## config.mk

```make
export PLATFORM = sky130hd
export DESIGN_NAME = read_unit_flat
export DESIGN_NICKNAME = d
export VERILOG_FILES = /design/src/rtl/read_unit_if.sv /design/src/rtl/read_unit.sv /design/src/flat_wrapper.sv
export SDC_FILE = /design/constraint.sdc
export NUM_CORES = 1
export LEC_CHECK = 0
export ABC_AREA = 1
export CAP_MARGIN = 40
export CORE_ASPECT_RATIO = 0.8
export CORE_MARGIN = 2
export CORE_UTILIZATION = 53
export DETAILED_ROUTE_END_ITERATION = 16
export PLACE_DENSITY = 0.82
export SYNTH_ARGS = -nofsm -noshare
export SYNTH_HDL_FRONTEND = slang
export SYNTH_SLANG_ARGS = --single-unit
```

## constraint.sdc

```tcl
create_clock -name rdClk -period 3.6 [get_ports rdClk]
set_input_delay 0.36 -clock rdClk [delete_from_list [all_inputs] [get_ports rdClk]]
set_output_delay 0.36 -clock rdClk [all_outputs]
set_load 0.005 [all_outputs]
```

## src/rtl/read_unit_if.sv

```systemverilog
// Read-side bundle for read_unit: read request and write pointer in, memory strobe, pointer and status out.
// The master side drives requests; the slave side is the read unit itself.
interface read_unit_if #(
    parameter int N = 16
);
    logic         rdEn;
    logic [N-1:0] wrPtr;
    logic [N-1:0] rdPtr;
    logic [N-2:0] rdAddr;
    logic         memRdEn;
    logic         rdValid;
    logic         fifoEmpty;
    logic         almostEmpty;
    logic [N-1:0] fillLevel;
    logic         rdUnderflow;

    modport master (
        output rdEn, wrPtr,
        input  rdPtr, rdAddr, memRdEn, rdValid, fifoEmpty, almostEmpty, fillLevel, rdUnderflow
    );

    modport slave (
        input  rdEn, wrPtr,
        output rdPtr, rdAddr, memRdEn, rdValid, fifoEmpty, almostEmpty, fillLevel, rdUnderflow
    );
endinterface

```

## src/rtl/read_unit.sv

```systemverilog
// FIFO read-side controller: wrap-bit read pointer, memory read strobe, 1-cycle data-valid and occupancy flags.
// Optional sticky underflow flag is built only when READ_UNIT_UNDERFLOW_EN is defined.
module read_unit #(
    parameter int          N         = 16,
    parameter int unsigned DEPTH     = 16'b0110_1000_0000_0000,
    parameter int unsigned AE_THRESH = 16
) (
    input  logic       rdClk,
    input  logic       rdRst,
    read_unit_if.slave bus
);

    localparam logic [N-2:0] LAST_ADDR = (N-1)'(DEPTH - 1);
    localparam logic [N-2:0] ADDR_ONE  = (N-1)'(1);
    localparam logic [N-1:0] DEPTH_N   = N'(DEPTH);

    logic [N-1:0] rdPtr_q;
    logic [N-1:0] rdPtr_d;
    logic         rdValid_q;

    logic [N-2:0] ptrLow;
    logic [N-2:0] wrLow;
    logic         ptrWrap;
    logic         wrWrap;
    logic         empty;
    logic         accept;
    logic [N-1:0] fill;

    assign ptrLow  = rdPtr_q[N-2:0];
    assign ptrWrap = rdPtr_q[N-1];
    assign wrLow   = bus.wrPtr[N-2:0];
    assign wrWrap  = bus.wrPtr[N-1];

    assign empty  = (rdPtr_q == bus.wrPtr);
    assign accept = bus.rdEn & ~empty & ~rdRst;

    // Addresses run 0..DEPTH-1, which need not be a power of two, so rollover is explicit.
    always_comb begin
        rdPtr_d = rdPtr_q;
        if (accept) begin
            if (ptrLow == LAST_ADDR) begin
                rdPtr_d = {~ptrWrap, {(N-1){1'b0}}};
            end else begin
                rdPtr_d = {ptrWrap, ptrLow + ADDR_ONE};
            end
        end
    end

    always_comb begin
        if (ptrWrap == wrWrap) begin
            fill = {1'b0, wrLow - ptrLow};
        end else begin
            fill = DEPTH_N - {1'b0, ptrLow} + {1'b0, wrLow};
        end
    end

    always_ff @(posedge rdClk) begin
        if (rdRst) begin
            rdPtr_q   <= '0;
            rdValid_q <= 1'b0;
        end else begin
            rdPtr_q   <= rdPtr_d;
            rdValid_q <= accept;
        end
    end

    assign bus.rdPtr       = rdPtr_q;
    assign bus.rdAddr      = ptrLow;
    assign bus.memRdEn     = accept;
    assign bus.rdValid     = rdValid_q;
    assign bus.fifoEmpty   = empty;
    assign bus.fillLevel   = fill;
    assign bus.almostEmpty = (32'(fill) <= AE_THRESH);

`ifdef READ_UNIT_UNDERFLOW_EN
    logic underflow_q;

    // Sticky: once a read is attempted on an empty FIFO, only reset clears it.
    always_ff @(posedge rdClk) begin
        if (rdRst) begin
            underflow_q <= 1'b0;
        end else if (bus.rdEn && empty) begin
            underflow_q <= 1'b1;
        end
    end

    assign bus.rdUnderflow = underflow_q;
`else
    assign bus.rdUnderflow = 1'b0;
`endif

endmodule

```

## src/flat_wrapper.sv

```systemverilog
// flat-port wrapper written by rule: the top's interface ports become plain ports
module read_unit_flat 
#(
    parameter int          N         = 16,
    parameter int unsigned DEPTH     = 16'b0110_1000_0000_0000,
    parameter int unsigned AE_THRESH = 16
)
  (rdClk, rdRst, bus_rdEn, bus_wrPtr, bus_rdPtr, bus_rdAddr, bus_memRdEn, bus_rdValid, bus_fifoEmpty, bus_almostEmpty, bus_fillLevel, bus_rdUnderflow);
  read_unit_if #(.N(N)) bus_i ();
  input  logic rdClk;
  input  logic rdRst;
  input wire logic [$bits(bus_i.rdEn)-1:0] bus_rdEn;
  input wire logic [$bits(bus_i.wrPtr)-1:0] bus_wrPtr;
  output wire logic [$bits(bus_i.rdPtr)-1:0] bus_rdPtr;
  output wire logic [$bits(bus_i.rdAddr)-1:0] bus_rdAddr;
  output wire logic [$bits(bus_i.memRdEn)-1:0] bus_memRdEn;
  output wire logic [$bits(bus_i.rdValid)-1:0] bus_rdValid;
  output wire logic [$bits(bus_i.fifoEmpty)-1:0] bus_fifoEmpty;
  output wire logic [$bits(bus_i.almostEmpty)-1:0] bus_almostEmpty;
  output wire logic [$bits(bus_i.fillLevel)-1:0] bus_fillLevel;
  output wire logic [$bits(bus_i.rdUnderflow)-1:0] bus_rdUnderflow;
  assign bus_i.rdEn = bus_rdEn;
  assign bus_i.wrPtr = bus_wrPtr;
  assign bus_rdPtr = bus_i.rdPtr;
  assign bus_rdAddr = bus_i.rdAddr;
  assign bus_memRdEn = bus_i.memRdEn;
  assign bus_rdValid = bus_i.rdValid;
  assign bus_fifoEmpty = bus_i.fifoEmpty;
  assign bus_almostEmpty = bus_i.almostEmpty;
  assign bus_fillLevel = bus_i.fillLevel;
  assign bus_rdUnderflow = bus_i.rdUnderflow;
  read_unit #(.N(N), .DEPTH(DEPTH), .AE_THRESH(AE_THRESH)) u_core (.rdClk(rdClk), .rdRst(rdRst), .bus(bus_i));
endmodule
```

* Word-level counts from Yosys, hierarchy flattened
Index checks and enable logic that the tools add are counted.
** Storage, ports and cells
- Output and inout bits :: 52
- Word-level logic and storage cells :: 19
- Register bits after elaboration :: 17
- Input port bits :: 19
** Operators by class
- Muxes and demuxes :: 2
- Add/sub/neg operators :: 4
- Eq/ne operators :: 3
- Order comparisons :: 1
- Bitwise gates (word level) :: 5
- Reduce and logical (&&, ||, !) cells :: 1
** Operator list (count)
- $add A16 B15 Y16 :: 1
- $eq A16 B16 Y1 :: 1
- $le A16 B5 Y1 const B :: 1
- $mux W16 :: 1
- $sub A15 B15 Y16 const A :: 1
- $add A15 B1 Y15 const B :: 1
- $eq A15 B15 Y1 const B :: 1
- $mux W15 :: 1
- $sub A15 B15 Y15 :: 1
- $not A1 Y1 :: 3
- $and A1 B1 Y1 :: 2
- $reduce_and A2 Y1 :: 1
- $eq A1 B1 Y1 :: 1

* Logic depth before layout (Yosys ltp)
Gate-level depths: netlist of the first run.
- Depth in word-level cells :: 5
- Gate-level depth with buffers :: 20
- Depth with buffers taken out :: 20

* Worst setup path before layout of the first run
No wires, ideal clock.
- Path type :: reg-to-output
- Start point :: reg u_core.rdPtr_q[2], in the netlist u_core.bus.rdPtr[2]
- End point :: out bus_almostEmpty
- Data arrival time :: 2.377 ns
- Required time :: 3.240 ns
- Slack :: 0.863 ns
- Path buffers :: 0
- Cell stages (with the launch flop) :: 18
- Cell sequence :: dfxtp_1 -> inv_1 -> ha_1 -> inv_1 -> fa_1 -> inv_1 -> nand2_1 -> nand2_1 -> nand3_1 -> nand2_1 -> nand2_1 -> nand3_1 -> nand2_1 -> nor2_1 -> nand2_1 -> nor2_1 -> nand3_1 -> nor2_1
** Between the ends
- Longest elaborated chain between the ends :: 4
- Elaborated cells between the ends (all ways) :: 5
- Those cells by class :: 3 x add/sub; 1 x order compare; 1 x mux
** RTL lines
- start: declaration :: RTL line read_unit.sv:17 : logic [N-1:0] rdPtr_q;
- start signal: assignment :: RTL line read_unit.sv:62 : rdPtr_q <= rdPtr_d;
- $sub A15 B15 Y16 :: RTL line read_unit.sv:53 : fill = DEPTH_N - {1'b0, ptrLow} + {1'b0, wrLow};
- $add A16 B15 Y16 :: RTL line read_unit.sv:53
- $mux W16 * :: RTL line read_unit.sv:50 : if (ptrWrap == wrWrap) begin
- named net bus_fillLevel[7] :: RTL line flat_wrapper.sv:20 : output wire logic [$bits(bus_i.fillLevel)-1:0] bus_fillLevel;
- $le A16 B5 Y1 * :: RTL line read_unit.sv:73 : assign bus.almostEmpty = (32'(fill) <= AE_THRESH);
- end: declaration :: RTL line flat_wrapper.sv:19 : output wire logic [$bits(bus_i.almostEmpty)-1:0] bus_almostEmpty;
Mark *: on every way through the listed nets, which the timed path passes. The rest lies on a longest branch.

* Worst setup path after layout of the first run
- Start point :: in bus_wrPtr[7]
- End point :: out bus_fillLevel[15]
** Between the ends
- Longest elaborated chain between the ends :: 2
** RTL lines
- start: declaration :: RTL line flat_wrapper.sv:13 : input wire logic [$bits(bus_i.wrPtr)-1:0] bus_wrPtr;
- $add A16 B15 Y16 :: RTL line read_unit.sv:53
- $mux W16 :: RTL line read_unit.sv:50
- end: declaration :: RTL line flat_wrapper.sv:20
Every way passes these cells.

==> metrics.txt, run 1 <==
outcome=complete, no violations; vias in the first global route=approximately 3600; fin. max-slew vios=0; starting density of the core=55.4%; PD cells=180 mW/mm2; Detailed Routing Iterations Pass 1=5; number of I/O pins=between 70 and 80; Hold Crit Class=flip-flop to flip-flop; Post-synth ARST share=0%; cell taking the most area after synthesis=nand2_1; crit start category=input port; worst slack, placed=-122 ps; Tmin final=between 3000 and 4000 ps; slowest stage cell, crit path=clkdlybuf4s50_1; Worst-Margin Slew=~660 ps; Largest stage delay, worst path=520 ps; post-synth top area share=17.0%; DRT iter0 DRCs=~320; Distinct cells, synth=39; area grow syn2layout=31.4%; Congestion Overflow GR=0; post-synthesis sequential area ratio=about a tenth; Max VDD drop=0.182 mV; most frequent cells in the layout=147 x nand2_1, 110 x inv_1, 69 x nand3_1; most common cell after layout, fill and taps aside=nand2_1; relative slew slack=~56%; Die Y=between 70 and 80 um; nets@finish=between 700 and 800; total global-route track usage=29.8%; final WL=between 10 and 15 mm; Hold-fix buffers, CTS=0; Placed Area=~0.0042 mm2; Horiz. Die Dim=92.4 um; CTS tree=built; post-DR wirelength/cell=14.0 um; clock tree buffer depth=2; clk_skew=6.11 ps; top cell family by delay on the critical path=buffers and inverters; Yosys warning total=0; antenna violations before repair=0; final worst-path cycle share=98.5%; Cells after Synth=around 560; RD Place Congestion=just under 0.9; CP most frequent cell=nor2_2; die area=0.00690 mm2; Crit. End Element=output pin; CP bufs+invs=6; layout cell share with drive strength beyond 1=between 10% and 20%; # clock sinks=17; WP data required=roughly 3200 ps; TritonCTS Buffers=3; Final Hold Viols=0; Worst-Skew Late Latency=between 200 and 300 ps; fin area=between 0.004 and 0.005 mm2; H-tree depth=1; final setup fails=0; number of cell rows=25; slack of the critical path=about 55 ps; Worst EP arrival=~3200 ps; post-DP HPWL=between 8 and 9 mm; crit path cell chain=clkdlybuf4s50_1 -> ha_2 -> inv_1 -> fa_2 -> buf_4 -> nor2_2 -> inv_2 -> nor2_2 -> and2_1 -> nand2_1 -> nand3_1 -> nand2_1 -> nor2_2 -> buf_4 -> clkdlybuf4s50_1; Crit Path Max Fanout=3; Core Area=around 0.0060 mm2; Synth area leaders=nand2_1 17%, inv_1 12%, ha_1 12%, nand3_1 11%, dfxtp_1 10%; FF+latch count, synth=17; syn_nets=just over 600; fmax=approximately 0.28 GHz; n_diodes=0; remaining antenna violation count=0; largest net degree at the start of global routing=15; Residual DRC=0; IO Port Bufs=69; CTS Root Cell=clkbuf_8; Leak=roughly 0.0022 uW; via density per instance=5.22; Crit Path Category=input port to output pin; Post-Syn Area=about 0.0033 mm2; first-pass GRT wire length=approximately 16 mm; Post-synth EDFFs=0; Worst-path clk slew=~70 ps; top_reg_cell synth=dfxtp_1; syn avg cell area=5.94 um2; DR vias=approximately 3800; MaxCap Viol Count=0; fill count=519
report_power, final:
part           total (uW)  internal, uW  leakage, uW  switching, uW
registers             192           190     0.000139           1.39
logic                 443           203      0.00207            239
clock network         149          78.1    0.0000217           71.1
total                 784           472      0.00223            312
cells by family (layout without fill, tap and decap cells):
group                    Yosys count  in the layout  synth area share (%)
XOR/XNOR                           4              4                  1.28
other                              1              1                 0.113
flip-flops                        17             17                  10.3
adder cells (fa/ha/maj)           45             45                  19.9
AO/OA/AOI/OAI                     38             38                  6.16
AND/OR/NAND/NOR                  317            317                  44.5
buffers and inverters            136            226                  17.7
cell usage after synthesis (all sizes together) (2+ instances only):
master and instances:
xor2 4, nand4 13, fa 13, a21oi 22, inv 115, nor2 52
nor4 2, nand2 157, o21ai 10, dfxtp 17, nand3b 4, nor3b 4
or2 2, buf 19, and2 2, nor3 10, nand3 71, o21bai 3
ha 32
area by class of cell:
type,instances,area (um2),share of cell area [%]
Clock inverter,1,7.51,0.172
Timing Repair Buffer,106,973,22.4
Inverter,116,440,10.1
Multi-Input combinational cell,405,2450,56.2
Clock buffer,3,41.3,0.949
Sequential cell,17,343,7.88
Tap cell,81,101,2.33
per-stage QoR:
step | cells | hold slack (ps) | utilization (%) | TNS, ps | power (uW)
detailed placement | 723 | 538 | 70.7 | -122 | 618
CTS | 727 | 552 | 71.6 | 0 | 767
floorplan | 558 | 430 | - | 0 | 440
global route | 729 | 578 | 72.9 | -5.80 | 845
global placement | 723 | 535 | 70.7 | -37.5 | 608
finish | 729 | 566 | 72.9 | 0 | 784
worst reg2reg max path, delay by kind of cell, from the launching register on:
| family | cells | cell delay (ps) |
|---|---|---|
| and+or+nand+nor | 8 | 850 |
| DFF | 1 | 560 |
| buffers and inverters | 3 | 530 |
| adders and majority gates | 1 | 390 |
| AOI/OAI and AO/OA | 1 | 90 |
routing by layer:
layer / wire [um] / vias up / track usage, % / part of all wire (%)
met3: 624 / 13 / 2.90 / 6.1
met4: 112 / 0 / 5.31 / 1.1
met2: 4850 / 154 / 53.9 / 48
met5: 0 / - / 0 / 0
li1: - / 1909 / - / -
met1: 4620 / 1732 / 39.7 / 45
sequential cells by signal, summed over array words and instances (netlist names):
| name | cells |
|---|---|
| u_core.bus.rdValid | 1 |
| u_core.bus.rdPtr | 16 |
repair_timing:
item | CTS | global route
gates resized for setup | 4 | 20
setup endpoints to repair | 1 | 7
endpoints found under the hold margin | 0 | 0
setup buffers | 0 | 2
pin swaps | 1 | 7
path summary, 6_finish.rpt:
path / startpoint / endpoint / slack [ps] / cells after the start
max: bus_wrPtr[7] / bus_fillLevel[15] / 50 / 15
max reg2reg: u_core.bus.rdPtr[11]$_SDFFE_PP0P_ / u_core.bus.rdPtr[8]$_SDFFE_PP0P_ / 1060 / 13
min reg2reg: u_core.bus.rdPtr[12]$_SDFFE_PP0P_ / u_core.bus.rdPtr[12]$_SDFFE_PP0P_ / 570 / 2
min: u_core.bus.rdPtr[12]$_SDFFE_PP0P_ / u_core.bus.rdPtr[12]$_SDFFE_PP0P_ / 570 / 2
Note: power is estimated with default switching activity, not from simulation.
==> run 2: changes to the inputs <==
--- a/config.mk
+++ b/config.mk
@@ -9,9 +9,10 @@
 export CAP_MARGIN = 40
 export CORE_ASPECT_RATIO = 0.8
 export CORE_MARGIN = 2
-export CORE_UTILIZATION = 53
+export CORE_UTILIZATION = 65
 export DETAILED_ROUTE_END_ITERATION = 16
-export PLACE_DENSITY = 0.82
+export DONT_BUFFER_PORTS = 1
+export PLACE_DENSITY = 0.8
 export SYNTH_ARGS = -nofsm -noshare
 export SYNTH_HDL_FRONTEND = slang
 export SYNTH_SLANG_ARGS = --single-unit
==> run 2 against run 1 <==
Routed wire length decreased by 15%. Utilization is 5.1 points lower. Highest routed layer unchanged. Non-clock buffer count fell by 99. Largest cell class unchanged. Global-route usage up 1.4 points. Total power is 17% lower. Worst hold slack got worse by 410 ps.
==> metrics.txt, run 2 (synthesis results as in run 1) <==
area grow syn2layout=1.21%; most frequent cells in the layout=150 x nand2_1, 110 x inv_1, 70 x nand3_1; nets@finish=614; vias in the first global route=about 3100; Max VDD drop=about 0.19 mV; H-tree depth=1; Leak=between 0.0015 and 0.002 uW; IO Port Bufs=0; Tmin final=3300 ps; fmax=around 0.3 GHz; Residual DRC=0; Crit Path Max Fanout=6; unrepaired setup endpoints after global routing=false; clock tree buffer depth=2; post-DP HPWL=7.33 mm; Hold-fix buffers, CTS=0; Core Area=slightly below 0.005 mm2; number of cell rows=23; die area=about 0.0057 mm2; reg2reg setup slack=1030 ps; total global-route track usage=31.2%; outcome=complete, no violations; worst hold endpoint=u_core.bus.rdPtr[2]$_SDFFE_PP0P_; Die Y=67.8 um; post-DR wirelength/cell=between 10 and 15 um; TritonCTS Buffers=3; CP startpoint=u_core.bus.rdPtr[3]$_SDFFE_PP0P_; fin. max-slew vios=0; worst r2r src=u_core.bus.rdPtr[8]$_SDFFE_PP0P_; PD cells=between 150 and 200 mW/mm2; setup total negative slack=0 ps; Congestion Overflow GR=0; CTS tree=built; WP data required=between 3000 and 4000 ps; CTS Root Cell=clkbuf_8; placed cells=607; via density per instance=between 5 and 6; layout cell share with drive strength beyond 1=7.83%; starting density of the core=approximately two thirds; first-pass GRT wire length=about 14 mm; Hold Crit Class=input port to flip-flop; Horiz. Die Dim=around 84 um; hold path cells=1; crit start category=flip-flop; fin area=~0.0034 mm2; MaxCap Viol Count=0; Crit. End Element=output pin; Worst-path clk slew=70 ps; DRT iter0 DRCs=around 230; Final Power=about 650 uW; post_cts resized=0; final worst-path cycle share=between 90% and 100%; final setup fails=0; most common cell after layout, fill and taps aside=nand2_1; RD Place Congestion=just over 0.9; Hold WS=approximately 160 ps; HP Start=rdRst; fill count=468; largest net degree at the start of global routing=15; Worst-Skew Late Latency=about 260 ps; remaining antenna violation count=0; DR vias=between 3000 and 4000; Detailed Routing Iterations Pass 1=5; Reg-to-Reg End=u_core.bus.rdPtr[8]$_SDFFE_PP0P_; max reg flops=16; Non-Filler Instances=between 600 and 700; antenna violations before repair=0; n_diodes=0; Worst EP arrival=between 2000 and 3000 ps; final WL=approximately 8.7 mm; Post-CTS Setup Bufs=0; Final Hold Viols=0; Crit Path Category=flip-flop to output pin; R2R depth=12; Placed Area=between 0.003 and 0.004 mm2; number of I/O pins=71; clk_skew=5.89 ps; # clock sinks=17
-- run 2: cell count changes in the layout (fill, tap and decap cells not counted), sizes merged --
cell / change
clkdlybuf4s50: -66
buf: -30
dlymetal6s2s: -2
clkdlybuf4s15: -1
-- run 2: critical path, cell delays in order (launching register included) --
cell	delay [ps]
dfxtp_1	450
inv_1	200
ha_1	260
inv_1	70
fa_1	470
nor2_2	200
inv_1	60
nor2_1	120
nand2_1	90
nand2_1	70
nand2_1	50
nand3_1	60
o21ai_0	160
nor2_1	210
nand3_1	100
nor2_1	120
-- run 2: worst max-delay path by stage --
stage                                  to  slack, ps
after floorplan           bus_almostEmpty        860
after global placement    bus_almostEmpty        580
after detailed placement  bus_almostEmpty        530
after CTS                 bus_almostEmpty        250
after global routing      bus_almostEmpty         40
final                     bus_almostEmpty        300
-- run 2: where the power goes --
| part | switching (uW) | internal, uW | total (uW) | leakage, uW |
|---|---|---|---|---|
| Clock | 70.1 | 78.0 | 148 | 0.0000217 |
| Combinational | 204 | 106 | 310 | 0.00165 |
| Sequential | 3.46 | 190 | 194 | 0.000138 |
| Total | 278 | 374 | 652 | 0.00181 |
-- run 2: metal layers --
layer  vias to the layer above  wire (um)  global-route usage (%)
met1                      1535       4100                    43.1
met3                        13        458                    2.53
met5                         -          0                       0
met2                        98       4030                    53.6
li1                       1707          -                       -
met4                         0        131                    8.67
-- run 2: final cells by class --
type,count,area [um2],area share [%]
Clock buffer,3,41.3,1.23
Clock inverter,1,7.51,0.224
Timing Repair Buffer,7,52.6,1.57
Inverter,116,440,13.1
Tap cell,62,77.6,2.31
Multi-Input combinational cell,405,2390,71.3
Sequential cell,17,342,10.2
-- run 2: metrics by stage --
step | util [%] | setup slack [ps]
floorplan | - | 863
global placement | 66.6 | 584
detailed placement | 66.6 | 532
CTS | 67.6 | 249
global route | 67.7 | 35.5
finish | 67.7 | 301
==> run 3: changes to the inputs <==
==> constraint.sdc (replaced) <==
create_clock -name rdClk -period 3.5 [get_ports rdClk]
set_input_delay 0.35 -clock rdClk [delete_from_list [all_inputs] [get_ports rdClk]]
set_output_delay 0.35 -clock rdClk [all_outputs]
set_load 0.005 [all_outputs]
==> run 3 against run 2 <==
Sequential cell count unchanged. First-iteration DRC count down 9.5%. Clock power about the same. Combinational power up 5%. Critical path depth up 3. Highest routed layer unchanged.
==> metrics.txt, run 3 (synthesis results as in run 1) <==
post-DP HPWL=slightly above 7 mm; CTS Root Cell=clkbuf_8; Detailed Routing Iterations Pass 1=5; fmax=0.310 GHz; DRT iter0 DRCs=210; Tmin final=approximately 3200 ps; outcome=complete, no violations; reg2reg setup slack=910 ps; Crit Path Max Fanout=4; n_diodes=0; unrepaired setup endpoints after global routing=false; TritonCTS Buffers=3; clk_skew=between 3 and 4 ps; Crit. End Element=output pin; setup total negative slack=0 ps; final worst-path cycle share=about 92%; layout cell share with drive strength beyond 1=8.56%; Leak=between 0.0015 and 0.002 uW; Hold Crit Class=input port to flip-flop; total global-route track usage=30.6%; Congestion Overflow GR=0; WP data required=3150 ps; starting density of the core=66.9%; Crit Path Category=flip-flop to output pin; via density per instance=between 5 and 6; Max VDD drop=roughly 0.25 mV; Horiz. Die Dim=~84 um; Post-CTS Setup Bufs=0; final setup fails=0; GRT busiest layer=met2; most frequent cells in the layout=149 x nand2_1, 110 x inv_1, 70 x nand3_1; post-DR wirelength/cell=approximately 14 um; Worst-Skew Late Latency=250 ps; # clock sinks=17; met3 Use GR=about 2.8%; post_cts resized=0; Residual DRC=0; crit start category=flip-flop; final WL=about 8.5 mm; worst slack, placed=494 ps; R2R depth=14; hold path cells=1; Placed Area=0.00330 mm2; largest net degree at the start of global routing=15; slack of the critical path=about 280 ps; Die Y=67.8 um; Final Hold Viols=0; Worst EP arrival=roughly 2900 ps; RD Place Congestion=just under 1; Worst-path clk slew=about 70 ps; nets@finish=a little over 600; DR vias=approximately 3400; Core Area=slightly below 0.005 mm2; H-tree depth=1; met2 Usage GRT=52.5%; first-pass GRT wire length=14.0 mm; antenna violations before repair=0; fin area=~0.0034 mm2; CTS tree=built; area grow syn2layout=1.36%; fin. max-slew vios=0; MaxCap Viol Count=0; number of cell rows=23; clock tree buffer depth=2; die area=0.00569 mm2; most common cell after layout, fill and taps aside=nand2_1; PD cells=199 mW/mm2; remaining antenna violation count=0; IO Port Bufs=0; Hold-fix buffers, CTS=0; met1 Usage GRT=~43%; fill count=512; vias in the first global route=approximately 3000; max reg flops=16; number of I/O pins=71
[run 3: cell count changes in the layout (fill, tap and decap cells not counted)]
| cell | previous run | this run |
|---|---|---|
| dfxtp_1 | 16 | 14 |
| nand2_1 | 150 | 149 |
| dfxtp_2 | 1 | 3 |
| nor2_2 | 4 | 5 |
| nand2_2 | 4 | 5 |
| nor2_1 | 45 | 44 |
| clkinv_2 | 0 | 1 |
| clkinvlp_4 | 1 | 0 |
[run 3: metrics by stage]
stage / hold WS [ps] / total power (uW) / std cells / utilization, %
after floorplan: 420 / 453 / 558 / -
after global placement: 422 / 510 / 607 / 66.6
after detailed placement: 424 / 517 / 607 / 66.6
after CTS: 160 / 661 / 611 / 67.5
after global routing: 152 / 722 / 611 / 67.8
final: 159 / 668 / 611 / 67.8
[run 3: area by class of cell]
class                   instances  area [um2]  share of cell area (%)
multi-input cells             405        2400                    71.4
inverters                     116         440                    13.1
flip-flops and latches         17         344                    10.2
well taps                      62        77.6                    2.31
repair buffers                  7        52.6                    1.57
clock buffers                   3        41.3                    1.23
clock inverters                 1        5.00                   0.149
[run 3: worst max-delay path, stage by stage, from the launching register on]
cell	delay [ps]
dfxtp_1	330
inv_1	80
ha_1	330
ha_2	240
inv_1	60
fa_1	380
inv_1	60
nand2_1	60
nand2_1	110
nand3_1	120
nand2_2	120
nand2_1	60
nand3_1	70
nand2_1	90
nor2_1	90
nand2_1	70
nor2_2	110
nand3_1	80
nor2_1	140
[run 3: layer usage]
| metal | vias to the layer above | wire (um) |
|---|---|---|
| met5 | - | 0 |
| met2 | 116 | 3850 |
| met1 | 1530 | 3970 |
| li1 | 1714 | - |
| met4 | 0 | 119 |
| met3 | 11 | 561 |
[run 3: final timing paths]
path	endpoint	from
max reg2reg	u_core.bus.rdPtr[5]$_SDFFE_PP0P_	u_core.bus.rdPtr[11]$_SDFFE_PP0P_
min	u_core.bus.rdPtr[11]$_SDFFE_PP0P_	rdRst
max	bus_almostEmpty	u_core.bus.rdPtr[1]$_SDFFE_PP0P_
min reg2reg	u_core.bus.rdPtr[12]$_SDFFE_PP0P_	u_core.bus.rdPtr[12]$_SDFFE_PP0P_
[run 3: power by group]
group / internal (uW) / switching, uW / leakage (uW)
Clock: 78.9 / 67.3 / 0.0000255
Sequential: 196 / 1.35 / 0.000139
Combinational: 111 / 214 / 0.00165
==> variant 1 (settings of run 2) <==
`N` is set to 16 in 3 places; all go to 32.
--- a/src/rtl/read_unit_if.sv
+++ b/src/rtl/read_unit_if.sv
@@ -2,5 +2,5 @@
 // The master side drives requests; the slave side is the read unit itself.
 interface read_unit_if #(
-    parameter int N = 16
+    parameter int N = 32
 );
     logic         rdEn;
--- a/src/rtl/read_unit.sv
+++ b/src/rtl/read_unit.sv
@@ -2,5 +2,5 @@
 // Optional sticky underflow flag is built only when READ_UNIT_UNDERFLOW_EN is defined.
 module read_unit #(
-    parameter int          N         = 16,
+    parameter int          N         = 32,
     parameter int unsigned DEPTH     = 16'b0110_1000_0000_0000,
     parameter int unsigned AE_THRESH = 16
--- a/src/flat_wrapper.sv
+++ b/src/flat_wrapper.sv
@@ -2,5 +2,5 @@
 module read_unit_flat 
 #(
-    parameter int          N         = 16,
+    parameter int          N         = 32,
     parameter int unsigned DEPTH     = 16'b0110_1000_0000_0000,
     parameter int unsigned AE_THRESH = 16
Interface: changed (resized bus_fillLevel, bus_rdAddr, bus_rdPtr and bus_wrPtr); port bits go from 71 to 135. No check against the original RTL was run, so the function may have changed too.
==> variant 1 against run 2 <==
Final area rose by 140%. Maximum frequency fell by 5.3%. Worst setup slack got worse by 0.18 ns. Via count rose to 2.6 times the old value. Routed wire length rose to 3.0 times the old value. Utilization rose by 4.6 points. Clock power rose to 3.8 times the old value. Sequential cell count rose by 16. Area after synthesis rose by 120%. Global-route usage rose by 11 points. Count of clock-buffer cells in the layout rose by 2. Power rose to 2.7 times the old value. Critical endpoint unchanged.
==> variant 1: results (changes against run 2) <==
Post-Synth Adder-Cell Area=18.8% (-1.1 points); CP arrival=3.12 ns (+0.18 ns); TritonRoute pass-1 iters=7 (+2); Non-clk invs=236 (+100%); status=finished clean; synthesized net count=1417 (+130%); Area Growth Syn to Fin=8.53%; Post-Route WL=26200 µm (+200%); First DRT Iteration DRCs=1183 (+410%); pin count of the biggest net entering global routing=31 (+16); cts bufs inserted=5 (+2); clock tree root buffer cell=clkbuf_16; share of cells above drive strength 1=12.0% (+4.2 points); reg2reg start=u_core.bus.rdPtr[29]; Comb power=804 µW (+160%); Worst path max stage delay=0.40 ns (-0.07 ns); WHS Endpoint=u_core.bus.rdPtr[26]; vias in the first global route=7772 (+150%); Max VDD drop=0.000391 V (+110%); Max H-tree Level=2 (+1); Hold WS=0.137 ns (-0.0232 ns); max reg flops=32 (+16); commonest cells in the netlist=nand2_1 (363), inv_1 (232), nand3_1 (158), nor2_1 (122), a21oi_1 (71); Nets=1420 (+130%); Cells after Synth=1289 (+130%); Area after DPL=7450 µm² (+130%); global-route wire length before repair=40000 µm (+180%); Via Count=8727 (+160%); storage element area=671 µm² (+96%); fraction of synthesized cell area in xor and xnor cells=0.965% (-0.32 points)
variant 1: per-stage QoR:
step	setup TNS (ns)	total power (µW)
6_report	0	1730
5_1_grt	-0.00794	1820
4_1_cts	0	1650
3_5_place_dp	0	1100
3_3_place_gp	0	1090
2_1_floorplan	0	908
variant 1: critical path, delay by kind of cell (launching register included):
family	cells	cell delay, ns
AND/OR/NAND/NOR	8	0.94
adder cells (fa/ha/maj)	2	0.80
AO/OA/AOI/OAI	3	0.60
flip-flops	1	0.34
buffers and inverters	2	0.15
variant 1: layer usage:
metal	global-route usage [%]	share of wire, %	vias to the layer above
met1	58.9	40	3884
met3	9.20	14	92
met2	66.3	42	658
li1	-	-	4093
met4	13.3	3.7	0
met5	0	0	-
variant 1: repair_timing:
item	4_1_cts	5_1_grt
buffers inserted	0	1
endpoints found under the setup margin	1	2
hold buffers	0	0
resized for setup	5	85
pin swaps	0	3
==> variant 2 (settings of run 2) <==
Without the edit above. Add a define of `READ_UNIT_UNDERFLOW_EN`.
--- a/src/rtl/read_unit.sv
+++ b/src/rtl/read_unit.sv
@@ -1,4 +1,6 @@
 // FIFO read-side controller: wrap-bit read pointer, memory read strobe, 1-cycle data-valid and occupancy flags.
 // Optional sticky underflow flag is built only when READ_UNIT_UNDERFLOW_EN is defined.
+`define READ_UNIT_UNDERFLOW_EN
+
 module read_unit #(
     parameter int          N         = 16,
Formal check against the unedited RTL: not equivalent (a bounded check fails within 4 cycles, from zero or initial values and one cycle with rdRst high).
==> variant 2 against run 2 <==
Worst setup slack worse by 0.053 ns. Sequential share of layout area is 0.68 points higher. Hold slack worse by 0.0048 ns. Final area is 0.41% lower. Non-clock buffer count is 2 lower. Critical path depth stayed put. Sequential cell count is 1 higher. Clock power is 16% higher. Routed wire length is 2.3% higher. Combinational power is 1% higher. Power is 6.2% higher. Area after synthesis is 0.49% lower. Register-to-register slack better by 0.17 ns.
==> variant 2: results (changes against run 2) <==
gr usage total=31.5% (+0.28 points); worst skew pair latency=0.26 ns (about the same); Post-CTS Setup Inserts=0 (unchanged); global-route wire length before repair=14400 µm (+0.48%); status=finished clean; share of cells above drive strength 1=5.96% (-1.9 points); HPWL Detailed=7430 µm (+1.3%); reg2reg start=u_core.bus.rdPtr[12]; Inserted Diodes=0 (unchanged); RePlAce Congestion=0.914 (+0.63%); Netlist cell types=35 (-10%); cts bufs inserted=3 (unchanged); Area after DPL=3270 µm² (-0.72%); Nets=619 (+0.81%); Slowest cell on crit path=dfxtp_1; vias in the first global route=3178 (+1.2%); crit path max fanout=6 (unchanged); crit path from=u_core.bus.rdPtr[3]; pin count of the biggest net entering global routing=16 (+1); WL per Instance=14.5 µm (+1.5%); Max VDD drop=0.000223 V (+17%); Area contributors post-synth=nand2_1 (17%), inv_1 (13%), ha_1 (12%), dfxtp_1 (11%), nand3_1 (9.9%); YS warnings=0 (unchanged); post-CTS sizing=0 (unchanged); max reg flops=16 (unchanged); crit-path leading delay family=simple AND/OR/NAND/NOR gates; Sw Pwr=286 µW (+2.7%); Clock Skew=0.00124 ns (-0.00465 ns); clock tree root buffer cell=clkbuf_8; Slew @ Worst Pin=0.483 ns; initial antenna violation count=0 (unchanged); Worst path max stage delay=0.49 ns (+0.02 ns); Leakage=0.00175 µW (-3.3%); ys flop type=dfxtp_1; Clock Tree Buf Depth=2 (unchanged); commonest cells in the netlist=nand2_1 (153), inv_1 (114), nand3_1 (65), nor2_1 (51), ha_1 (32); Via Count=3513 (+4.8%); synthesized net count=628 (+0.96%); HP Start=rdRst; Chip Width=83.6 µm (-0.23%); register area share after synthesis=10.9% (+0.66 points); CP arrival=2.99 ns (+0.05 ns); First DRT Iteration DRCs=230 (-0.86%)
[variant 2: cell types whose count changed in the layout (fill, tap and decap cells not counted), sizes merged, moves of 2 or more]
cell           run 2  this run
o21ai             10        13
nand3             71        65
buf                7         5
inv              115       117
nor3b              4         0
nor2              52        58
a21oi             22        31
nand3b             4         6
nor3              10         8
nand4             13        10
a31oi              0         2
nand2            157       159
[variant 2: path summary, 6_finish.rpt]
check	to	slack, ns	cells past startpoint
hold / removal	u_core.bus.rdUnderflow	0.16	1
setup reg to reg	u_core.bus.rdPtr[7]	1.20	13
setup / recovery	bus_almostEmpty	0.25	15
hold reg to reg	u_core.bus.rdUnderflow	0.47	2
[variant 2: power groups by stage]
| stage | Sequential [µW] | Clock, µW | Combinational, µW |
|---|---|---|---|
| final | 206 | 172 | 314 |
| after global routing | 207 | 178 | 355 |
| after CTS | 206 | 170 | 306 |
| after detailed placement | 210 | 0 | 305 |
| after global placement | 210 | 0 | 297 |
| after floorplan | 209 | 0 | 248 |
[variant 2: metrics by stage]
| stage | worst slack [ns] | utilization (%) | hold slack (ns) | std cells | power, µW |
|---|---|---|---|---|---|
| after CTS | 0.140 | 67.2 | 0.158 | 616 | 682 |
| after global placement | 0.525 | 66.1 | 0.431 | 612 | 507 |
| after global routing | 0.00110 | 67.4 | 0.149 | 616 | 740 |
| final | 0.248 | 67.4 | 0.156 | 616 | 693 |
| after floorplan | 0.899 | - | 0.447 | 564 | 457 |
| after detailed placement | 0.424 | 66.1 | 0.433 | 612 | 516 |
[variant 2: worst register-to-register path, stage by stage (launching register included)]
cell	delay (ns)
dfxtp_1	0.46
inv_1	0.16
ha_1	0.43
nand2_1	0.16
nor2_1	0.12
nand4_1	0.13
nor2_4	0.21
nor2_4	0.07
nand2_8	0.12
inv_2	0.11
nand2_1	0.13
nor2_1	0.05
nor2_1	0.08
a21oi_1	0.05
[variant 2: area by class of cell]
| class | instances | area (µm²) |
|---|---|---|
| fill | 481 | 1610 |
| sequential | 18 | 363 |
| multi-input combinational | 409 | 2360 |
| tap | 62 | 77.6 |
| inverter | 118 | 443 |
| clock buffer | 4 | 55.1 |
| timing repair buffer | 5 | 37.5 |
[variant 2: logic make-up after synthesis]
family | count (synthesis) | share of synthesized area [%]
and+or+nand+nor | 310 | 42.3
adders and majority gates | 45 | 20.0
AOI/OAI and AO/OA | 50 | 8.09
DFF | 18 | 10.9
xor gates and xnor gates | 4 | 1.06
buffers and inverters | 137 | 17.6
[variant 2: layer usage]
layer	global-route usage [%]	vias to the layer above	wire length (µm)
met5	0	-	0
met4	10.3	0	200
met3	2.81	19	716
met2	53.3	161	4030
met1	43.1	1612	3970
li1	-	1721	-
